## config.mk

```make
export PLATFORM = sky130hd
export DESIGN_NAME = vga_line_fetch_arbiter
export DESIGN_NICKNAME = d
export VERILOG_FILES = /design/src/rtl/vga_timing_pkg.sv /design/src/rtl/vga_line_addr.sv /design/src/rtl/vga_line_fetch_arbiter.sv
export SDC_FILE = /design/constraint.sdc
export NUM_CORES = 1
export LEC_CHECK = 0
export BUFFER_PORTS_ARGS = -buffer_cell sky130_fd_sc_hd__buf_2
export CORE_ASPECT_RATIO = 0.75
export CORE_MARGIN = 2
export CORE_UTILIZATION = 40
export DETAILED_ROUTE_END_ITERATION = 12
export PLACE_DENSITY = 0.7
export SLEW_MARGIN = 15
export SYNTH_ARGS = -nofsm -noshare
export SYNTH_HDL_FRONTEND = slang
export SYNTH_SLANG_ARGS = --single-unit
export TNS_END_PERCENT = 1
```

## constraint.sdc

```tcl
create_clock -name clk_i -period 2.4 [get_ports clk_i]
set_input_delay 0.12 -clock clk_i [delete_from_list [all_inputs] [get_ports clk_i]]
set_output_delay 0.12 -clock clk_i [all_outputs]
set_load 0.02 [all_outputs]
```

## src/rtl/vga_timing_pkg.sv

```systemverilog
// 640x480@60 beam timing constants and the line-fetch FSM state encoding,
// shared between vga_controller and vga_line_fetch_arbiter.
package vga_timing_pkg;

    localparam int unsigned W_DISPLAY = 640;
    localparam int unsigned W_FRONT   = 16;
    localparam int unsigned W_SYNC    = 96;
    localparam int unsigned W_BACK    = 48;
    localparam int unsigned W_MAX     = W_DISPLAY + W_FRONT + W_SYNC + W_BACK - 1;

    localparam int unsigned H_DISPLAY = 480;
    localparam int unsigned H_FRONT   = 10;
    localparam int unsigned H_SYNC    = 2;
    localparam int unsigned H_BACK    = 33;
    localparam int unsigned H_MAX     = H_DISPLAY + H_FRONT + H_SYNC + H_BACK - 1;

    typedef enum logic [1:0] {
        StIdle,
        StPrefetch,
        StDrain,
        StHost
    } fetch_state_e;

endpackage

```

## src/rtl/vga_line_addr.sv

```systemverilog
// Next-line computation: which display line follows the beam, whether the current pixel
// starts its prefetch, and the RAM base address of that line's tile row.
module vga_line_addr
    import vga_timing_pkg::*;
#(
    parameter int unsigned AW             = 12,
    parameter int unsigned WORDS_PER_LINE = 40,
    parameter int unsigned ROW_SHIFT      = 3,
    parameter int unsigned LINE_BASE      = 0
) (
    input  logic [9:0]    x_i,
    input  logic [9:0]    y_i,
    output logic          trigger_o,
    output logic [AW-1:0] base_o
);

    logic [9:0] nxt;

    assign nxt       = (y_i == 10'(H_MAX)) ? 10'd0 : y_i + 10'd1;
    assign trigger_o = (x_i == 10'(W_DISPLAY)) && (nxt < 10'(H_DISPLAY));
    // Wraps modulo 2^AW by construction of the cast.
    assign base_o    = AW'(LINE_BASE + ((32'(nxt) >> ROW_SHIFT) * WORDS_PER_LINE));

endmodule

```

## src/rtl/vga_line_fetch_arbiter.sv

```systemverilog
// Arbitrates a single-port RAM between the hblank scanline prefetcher, which fills a
// double-banked line buffer, and a host port that is only served outside prefetch windows.
module vga_line_fetch_arbiter
    import vga_timing_pkg::*;
#(
    parameter int unsigned AW             = 12,
    parameter int unsigned DW             = 16,
    parameter int unsigned WORDS_PER_LINE = 40,
    parameter int unsigned ROW_SHIFT      = 3,
    parameter int unsigned LINE_BASE      = 0,
    parameter int unsigned LBW            = $clog2(WORDS_PER_LINE)
) (
    input  logic          clk_i,
    input  logic          rst_n_i,
    input  logic [9:0]    x_i,
    input  logic [9:0]    y_i,
    input  logic          host_req_i,
    input  logic          host_we_i,
    input  logic [AW-1:0] host_addr_i,
    input  logic [DW-1:0] host_wdata_i,
    output logic          host_gnt_o,
    output logic          host_rvalid_o,
    output logic [DW-1:0] host_rdata_o,
    output logic          mem_re_o,
    output logic          mem_we_o,
    output logic [AW-1:0] mem_addr_o,
    output logic [DW-1:0] mem_wdata_o,
    input  logic [DW-1:0] mem_rdata_i,
    output logic          lb_we_o,
    output logic [LBW:0]  lb_waddr_o,
    output logic [DW-1:0] lb_wdata_o,
    output logic          disp_bank_o,
    output logic          busy_o,
    output logic          underrun_o
);

    // One spare bit so the counter can hold WORDS_PER_LINE itself.
    localparam int unsigned    IW       = LBW + 1;
    localparam logic [IW-1:0]  LAST_IDX = IW'(WORDS_PER_LINE);

    logic          trigger;
    logic [AW-1:0] base;

    vga_line_addr #(
        .AW             (AW),
        .WORDS_PER_LINE (WORDS_PER_LINE),
        .ROW_SHIFT      (ROW_SHIFT),
        .LINE_BASE      (LINE_BASE)
    ) u_line_addr (
        .x_i       (x_i),
        .y_i       (y_i),
        .trigger_o (trigger),
        .base_o    (base)
    );

    fetch_state_e  state_q;
    logic [IW-1:0] idx_q;
    logic [LBW-1:0] rd_idx_q;
    logic [AW-1:0] base_q;
    logic          wbank_q;
    logic          host_gnt_q, host_rvalid_q, mem_re_q, mem_we_q;
    logic [AW-1:0] mem_addr_q;
    logic [DW-1:0] mem_wdata_q;
    logic          lb_we_q;
    logic [LBW:0]  lb_waddr_q;
    logic          disp_bank_q, busy_q, underrun_q;

    always_ff @(posedge clk_i) begin
        if (rst_n_i) begin
            state_q       <= StIdle;
            idx_q         <= '0;
            rd_idx_q      <= '0;
            base_q        <= '0;
            wbank_q       <= 1'b0;
            host_gnt_q    <= 1'b0;
            host_rvalid_q <= 1'b0;
            mem_re_q      <= 1'b0;
            mem_we_q      <= 1'b0;
            mem_addr_q    <= '0;
            mem_wdata_q   <= '0;
            lb_we_q       <= 1'b0;
            lb_waddr_q    <= '0;
            disp_bank_q   <= 1'b0;
            busy_q        <= 1'b0;
            underrun_q    <= 1'b0;
        end else begin
            // Only prefetch reads land in the line buffer; host reads never overlap busy.
            lb_we_q       <= mem_re_q && busy_q;
            lb_waddr_q    <= {wbank_q, rd_idx_q};
            host_rvalid_q <= 1'b0;
            if (busy_q && (x_i == 10'(W_MAX))) begin
                underrun_q <= 1'b1;
            end
            unique case (state_q)
                StIdle: begin
                    if (trigger) begin
                        state_q     <= StPrefetch;
                        wbank_q     <= ~wbank_q;
                        disp_bank_q <= wbank_q;
                        base_q      <= base;
                        mem_re_q    <= 1'b1;
                        mem_addr_q  <= base;
                        rd_idx_q    <= '0;
                        idx_q       <= IW'(1);
                        busy_q      <= 1'b1;
                    end else if (host_req_i) begin
                        state_q     <= StHost;
                        host_gnt_q  <= 1'b1;
                        mem_addr_q  <= host_addr_i;
                        mem_wdata_q <= host_wdata_i;
                        mem_we_q    <= host_we_i;
                        mem_re_q    <= ~host_we_i;
                    end
                end
                StPrefetch: begin
                    if (idx_q == LAST_IDX) begin
                        state_q  <= StDrain;
                        mem_re_q <= 1'b0;
                    end else begin
                        mem_re_q   <= 1'b1;
                        mem_addr_q <= base_q + AW'(idx_q);
                        rd_idx_q   <= LBW'(idx_q);
                        idx_q      <= idx_q + IW'(1);
                    end
                end
                StDrain: begin
                    state_q <= StIdle;
                    busy_q  <= 1'b0;
                end
                StHost: begin
                    state_q       <= StIdle;
                    host_gnt_q    <= 1'b0;
                    host_rvalid_q <= mem_re_q;
                    mem_re_q      <= 1'b0;
                    mem_we_q      <= 1'b0;
                end
                default: state_q <= StIdle;
            endcase
        end
    end

    assign host_gnt_o    = host_gnt_q;
    assign host_rvalid_o = host_rvalid_q;
    assign host_rdata_o  = mem_rdata_i;
    assign mem_re_o      = mem_re_q;
    assign mem_we_o      = mem_we_q;
    assign mem_addr_o    = mem_addr_q;
    assign mem_wdata_o   = mem_wdata_q;
    assign lb_we_o       = lb_we_q;
    assign lb_waddr_o    = lb_waddr_q;
    assign lb_wdata_o    = mem_rdata_i;
    assign disp_bank_o   = disp_bank_q;
    assign busy_o        = busy_q;
    assign underrun_o    = underrun_q;

endmodule
```

; ---- After elaboration in Yosys (flattened, before gate mapping)
; Cells that the tools add are included.
[classes]
n_addsub = 3
mul = 1
order_cmp = 1
n_eq_ne = 13
mux = 27
n_bitwise = 4
n_reduce_logical = 18
[op_table]
columns = operator, n
row1 = 12-bit two-way mux, 3
row2 = 10-bit equality test (second input constant), 3
row3 = 12-bit one-hot mux with 2 select lines, 1
row4 = 7-bit two-way mux, 2
row5 = 7-bit one-hot mux with 2 select lines, 1
row6 = 12-bit by 7-bit adder with 12-bit output, 1
row7 = 6-bit two-way mux, 2
row8 = 6-bit one-hot mux with 2 select lines, 1
row9 = 3-bit AND reduction, 4
row10 = 10-bit by 1-bit adder with 10-bit output (second input constant), 1
row11 = 10-bit by 9-bit less-than comparator with 1-bit output (second input constant), 1
row12 = 10-bit two-way mux, 1
row13 = 2-bit inequality test (second input constant), 5
row14 = 7-bit by 3-bit multiplier with 9-bit output (second input constant), 1
row15 = 1-bit two-way mux, 8
row16 = 2-bit AND reduction, 4
row17 = 7-bit by 1-bit adder with 7-bit output (second input constant), 1
row18 = 7-bit by 6-bit equality test with 1-bit output (second input constant), 1
row19 = 2-bit two-way mux, 3
row20 = 1-bit one-hot mux with 2 select lines, 3
row21 = 2-bit one-hot mux with 3 select lines, 1
row22 = 2-bit nonzero test, 3
row23 = 2-bit equality test (second input constant), 2
row24 = 1-bit NOT, 4
row25 = other kinds (7), 10
[totals]
register_bits = 68
in_bits = 68
word_cells = 83

; ---- Longest topological paths before layout
; Gate-level depths: netlist (run 1).
[logic_depth]
depth_word = 6
depth_mapped = 13

; ---- Cells and area by module
; A second synthesis (run 1) with hierarchy kept.
[hier_totals]
cells_unflattened = 462
hier_area_um2 = 3955.0
[modules_own_cells]
columns = mod, n_inst, cells_per_inst, area_each_um2, seq_area_each_um2
row1 = vga_line_fetch_arbiter, 1, 407, 3485.8, 1421.4
row2 = vga_line_addr, 1, 55, 469.2, 0.0

; ---- Worst setup path after synthesis (run 1)
; No wires, ideal clock.
[synth_path]
kind = input to register
startpoint = input port y_i[2]
endpoint = register base_q[11]
setup_time_ns = 0.070
arrival_ns = 2.533
required_time_ns = 2.330
setup_slack_ns = -0.203
stages = 12
cell_sequence = nand4_2 > or4_1 > a21o_4 > inv_4 > buf_6 > ha_1 > ha_1 > o21ai_0 > o21bai_1 > a21oi_1 > or3b_1 > a21oi_1
[synth_via]
elab_chain_cells = 5
[synth_rtl]
columns = element, line_no
row1 = "start, declared", vga_line_fetch_arbiter.sv:16  ; input logic [9:0] y_i,
row2 = 10-bit by 1-bit adder with 10-bit output or 10-bit equality test (tied branches), vga_line_addr.sv:19  ; assign nxt = (y_i == 10'(H_MAX)) ? 10'd0 : y_i + 10'd1;
row3 = 10-bit two-way mux (*), vga_line_addr.sv:19
row4 = branches (longest 3 deep; another with 7-bit by 3-bit multiplier with 9-bit output), n/a
row5 = "end signal, assigned", vga_line_fetch_arbiter.sv:100  ; base_q <= base;
row6 = "end, declared", vga_line_fetch_arbiter.sv:59  ; logic [AW-1:0] base_q;
; Mark *: on every way between the ends.
; A chain may end at the register's enable or synchronous reset.

; ---- Final worst setup path (run 1)
[layout_path]
startpoint = input port y_i[6]
endpoint = register base_q[11]
; The elaborated chain is that of the path after synthesis.

==> results of run 1 <==
[critical path: stages]
cell,delay [ps]
buf_8,100
or4_4,530
nor4_4,340
a21o_4,150
inv_4,40
ha_4,230
ha_4,260
o21ai_2,40
o21bai_1,160
a21oi_2,80
or3b_1,390
a21oi_2,150
[metrics by stage]
stage	setup slack, ps	std cells	setup TNS, ps
3_3_place_gp	-193	651	-836
3_5_place_dp	-286	651	-1570
2_1_floorplan	-67.4	444	-110
6_report	74.3	669	0
5_1_grt	-62.7	669	-119
4_1_cts	66.9	666	0
[routing by layer]
metal	share of wire [%]	track usage (%)	up-vias
met5	0	0	-
met3	7.0	6.92	16
met1	45	25.1	1590
met2	47	32.0	111
met4	1.3	6.06	0
li1	-	-	1720
[synthesized netlist by cell type (2+ instances only)]
master    instances
nand4_1          10
o32ai_1           2
nand3_1          10
nor3b_1           2
xor2_1            6
o31ai_1           3
nor2_1           25
o21a_1            5
clkbuf_1         12
and2_1            2
buf_2             3
nor3_1            8
dfxtp_1          68
ha_1             16
nand2_1          61
buf_6             3
nor2b_1           9
fa_1              2
a31oi_1           6
buf_4            33
o21ai_4           2
nand4b_1          2
and3_1            6
xnor2_1          10
a21oi_1          45
mux2i_1          11
o221ai_1          3
or3_1             5
a21o_1            6
inv_1            14
a211oi_1          4
nor4b_1           4
o21ai_0          11
a21boi_1          4
a311oi_1          3
or4_1             2
[registers in the layout, indices dropped and copies added (netlist names), 2 cells and up]
signal	count
base_q	9
idx_q	7
mem_wdata_o	16
state_q	2
rd_idx_q	6
lb_waddr_o	7
mem_addr_o	12
[report_power, final]
part           switching, mW  internal (mW)  total (mW)
Combinational          0.304          0.230       0.534
Sequential            0.0281           1.18        1.20
Clock                  0.468          0.793        1.26
[worst max path at each step]
stage	startpoint	end	slack (ps)	cells past startpoint
after floorplan	y_i[2]	base_q[11]	-70	12
after global placement	y_i[1]	mem_addr_o[10]	-190	14
after detailed placement	y_i[1]	mem_addr_o[10]	-290	14
after CTS	y_i[1]	mem_addr_o[10]	70	14
after global routing	y_i[6]	base_q[11]	-60	12
final	y_i[6]	base_q[11]	70	12
[repair_timing]
item | CTS | global route
hold buffers | 0 | 0
setup endpoints to repair | 0 | 3
gates resized for setup | 0 | 19
setup buffers | 0 | 3
[layout make-up]
cell class / count / area (µm²)
Timing Repair Buffer: 134 / 787
Inverter: 15 / 58.8
Sequential cell: 68 / 1360
Fill cell: 887 / 4380
Clock buffer: 10 / 229
Clock inverter: 5 / 53.8
Tap cell: 128 / 160
Multi-Input combinational cell: 309 / 2090
[logic make-up (layout without fill, tap and decap cells)]
family,count (synthesis),count (layout),share of synthesized area (%)
xor+xnor,16,16,3.71
flops,68,68,36.1
fa+ha+maj,18,18,6.37
mux,11,11,2.92
simple gates,156,156,21.2
buf+inv,67,164,10.7
compound gates,108,108,19.0
==> metrics.yaml, run 1 <==
status: "finished clean"
crit_fanout: 3
area_delta_synth_final_pct: 25.6
layout_common_cells: "buf_2, dfxtp_1, nand2_1, a21oi_1, buf_4"
finalNetCount: 623
final_area_um2: 4740
grt_pass1_wl_um: 15700
reg2reg_to: "mem_addr_o[11]"
cp_data_arrival_time_ps: 2590
min_path_cells: 3
wirelength_um: 9810
cap_violations: 0
fin_crit_sh_pct: 96.9
cts_root_buf: "clkbuf_16"
num_rows: 30
grt_max_degree: 33
min_period_ps: 2330
total_power_mw: 3.00
wl_per_cell_um: 14.7
ff2ff_setup_slack_ps: 200
grt_pass1_vias: 3295
holdPathEnd: "mem_wdata_o[15]"
end_kind: "flip-flop"
grt_overflow: 0
synth_seq_area_share_pct: 36.1
mostFrequentLayoutCell: "buf_2"
avgSynthCellArea_um2: 8.50
fp.coreArea_um2: 9120
hold_ws_ps: 26.6
netlist_area_um2: 3770
reg2regPathDepth: 8
grt_usage_pct: 19.8
setup-violations-final: 0
syn_inst: 444
drv_slew: 0
p_leak_nw: 2.16
yosysTopAreaCell: "dfxtp_1"
vias: 3437
placed_cell_area_um2: 4370
port-buffer-count: 94
die_w_um: 116
synth_area_leaders: "dfxtp_1, buf_4, nand2_1"
clk_pin_slew_ps: 50
hold_path_class: "input pin to flip-flop"
async_flop_share_pct: 0
drtIter0Drc: 249
finClkSkew_ps: 7.91
antenna_left: 0
cts_buffers: 9
initial_core_util_pct: 41.4
clock_latency_ps: 340
final_util_pct: 52.0
synth_edf_count: 0
post-dp-hpwl_um: 7440
clock.fmax_mhz: 430
cp.required_ps: 2660
hp-start: "host_wdata_i[15]"
ir_worst_vdd_v: 0.000395
diodes: 0
drc_errors: 0
viasPerCell: 5.14
ys_warn_count: 0
worst_pin_slew_ps: 563
synth_top_area_share_pct: 36.1
synth_cell_types: 62
dieArea_um2: 10200
cts_tree: "done"
startpoint_type: "input pin"
dr.pass1.iters: 4
ys_seq_elements: 68
p_per_area_nw_per_um2: 632
syn_nets: 530
critical_path_class: "input pin to flip-flop"
synth_flop_cell: "dfxtp_1"
rsz0062_at_grt: "yes"
cts_max_level: 3
die_h_um: 88.1
hold_viol_final: 0
r2r_start: "idx_q[4]"
cts.sinks: 68
clock_path_buffers: 2
final_layout_size_suffix_gt1_share_pct: 32.5
relSlewSlack_pct: 62.0
antenna_found_initial: 0
gp_congestion: 0.887
io_pins: 143
No activity file was read; power rests on OpenSTA's default activity.
==> inputs of run 2 (changes only) <==
--- a/config.mk
+++ b/config.mk
@@ -7,7 +7,6 @@
 export LEC_CHECK = 0
 export BUFFER_PORTS_ARGS = -buffer_cell sky130_fd_sc_hd__buf_2
 export CORE_ASPECT_RATIO = 0.75
-export CORE_MARGIN = 2
 export CORE_UTILIZATION = 40
 export DETAILED_ROUTE_END_ITERATION = 12
 export PLACE_DENSITY = 0.7
==> run 2 against run 1 <==
Compared with the run above: clock-buffer cell count unchanged; non-clock buffer count rose by 3; global-route usage is 1.0 points higher; critical endpoint is now mem_addr_o[11]; highest routed layer unchanged.
==> metrics.yaml, run 2 (synthesis results as in run 1) <==
drtIter0Drc: 246
hold_viol_final: 0
grt_usage_pct: 20.8
startpoint_type: "input pin"
grt_pass1_wl_um: 15700
cp_data_arrival_time_ps: 2590
worst_slack_ps: 57.2
grt_pass1_vias: 3301
gp_congestion: 0.867
fill_cells: 871
viasPerCell: 5.23
hold_path_class: "input pin to flip-flop"
cts_max_level: 3
wl_met3_um: 686
port-buffer-count: 94
hold_ws_ps: 26.7
crit_fanout: 2
setup-violations-final: 0
clock_latency_ps: 340
vias: 3517
end_kind: "flip-flop"
cts_buffers: 9
dpl_worst_slack_ps: -290
antenna_left: 0
p_leak_nw: 2.18
die_h_um: 86.1
layout_common_cells: "buf_2, dfxtp_1, nand2_1, a21oi_1, buf_4"
largest_register_ffs: 16
num_rows: 30
rsz0062_at_grt: "yes"
fp.coreArea_um2: 9080
status: "finished clean"
top_layer: "met4"
wirelength_um: 9960
total_power_mw: 3.03
cts_root_buf: "clkbuf_16"
finalNetCount: 626
mostFrequentLayoutCell: "buf_2"
antenna_found_initial: 0
diodes: 0
critical_path_class: "input pin to flip-flop"
ir_worst_vdd_v: 0.000351
min_period_ps: 2340
place_inst: 654
dieArea_um2: 9830
holdBufCountCts: 0
wl_per_cell_um: 14.8
cts.sinks: 68
area_delta_synth_final_pct: 26.8
p_per_area_nw_per_um2: 634
clock_path_buffers: 2
clock.fmax_mhz: 427
clk_pin_slew_ps: 50
die_w_um: 114
wl_met1_um: 4610
initial_core_util_pct: 41.5
cp.required_ps: 2650
met2WireLength_um: 4510
fin_crit_sh_pct: 97.6
finClkSkew_ps: 8.81
post-dp-hpwl_um: 7450
worst_pin_slew_ps: 464
cts_tree: "done"
final_layout_size_suffix_gt1_share_pct: 32.8
cap_violations: 0
relSlewSlack_pct: 69.1
grt_overflow: 0
dr.pass1.iters: 4
drv_slew: 0
drc_errors: 0
instances_no_fill: 673
io_pins: 143
grt_max_degree: 43
==> run 2: cell count changes in the layout (fill, tap and decap cells not counted), sizes merged <==
cell	delta
buf	+3
clkinvlp	+1
==> run 2: per-layer routing <==
layer | GRT usage [%] | vias to the layer above
met1 | 26.2 | 1635
li1 | - | 1733
met5 | 0 | -
met4 | 8.50 | 0
met2 | 33.4 | 133
met3 | 6.22 | 16
==> run 2: final timing paths <==
kind,startpoint,endpoint,slack (ps),depth (start not counted)
worst max-delay path,y_i[6],mem_addr_o[11],60,14
worst min-delay path,host_wdata_i[2],mem_wdata_o[2],30,3
worst max register to register,idx_q[1],idx_q[6],200,7
worst min register to register,mem_wdata_o[5],mem_wdata_o[5],450,2
==> run 2: critical path, cell delays in order <==
cell and delay, ps:
buf_6 90, or4_4 530, nor4_4 300, buf_4 160, a21o_4 90, inv_4 40
ha_4 230, ha_4 260, o21ai_2 50, o21bai_1 150, a21oi_2 90, nor3_2 150
o21ai_1 70, a311oi_1 240
==> run 2: what timing repair did <==
item | 4_1_cts | 5_1_grt
resized for setup | 0 | 17
setup buffers | 0 | 3
endpoints found under the setup margin | 0 | 5
==> run 2: cell type report <==
class                   count  area (µm²)  share of cell area (%)
flip-flops and latches     68        1360                    28.5
multi-input cells         309        2090                    43.7
repair buffers            137         818                    17.1
clock inverters             6        65.1                    1.36
well taps                 128         160                    3.35
inverters                  15        58.8                    1.23
clock buffers              10         229                    4.79
==> run 2: report_power, final <==
part,switching [mW],total (mW),internal (mW)
Combinational,0.306,0.539,0.233
Sequential,0.0289,1.20,1.18
Clock,0.489,1.29,0.803
Total,0.824,3.03,2.21
==> run 2: through the flow <==
stage               util (%)  TNS, ps  cell area [µm²]
finish                  52.7        0             4780
global route            52.7    -97.9             4780
CTS                     51.7        0             4700
detailed placement      48.5    -1480             4410
global placement        48.5     -764             4410
floorplan                  -     -110             3810
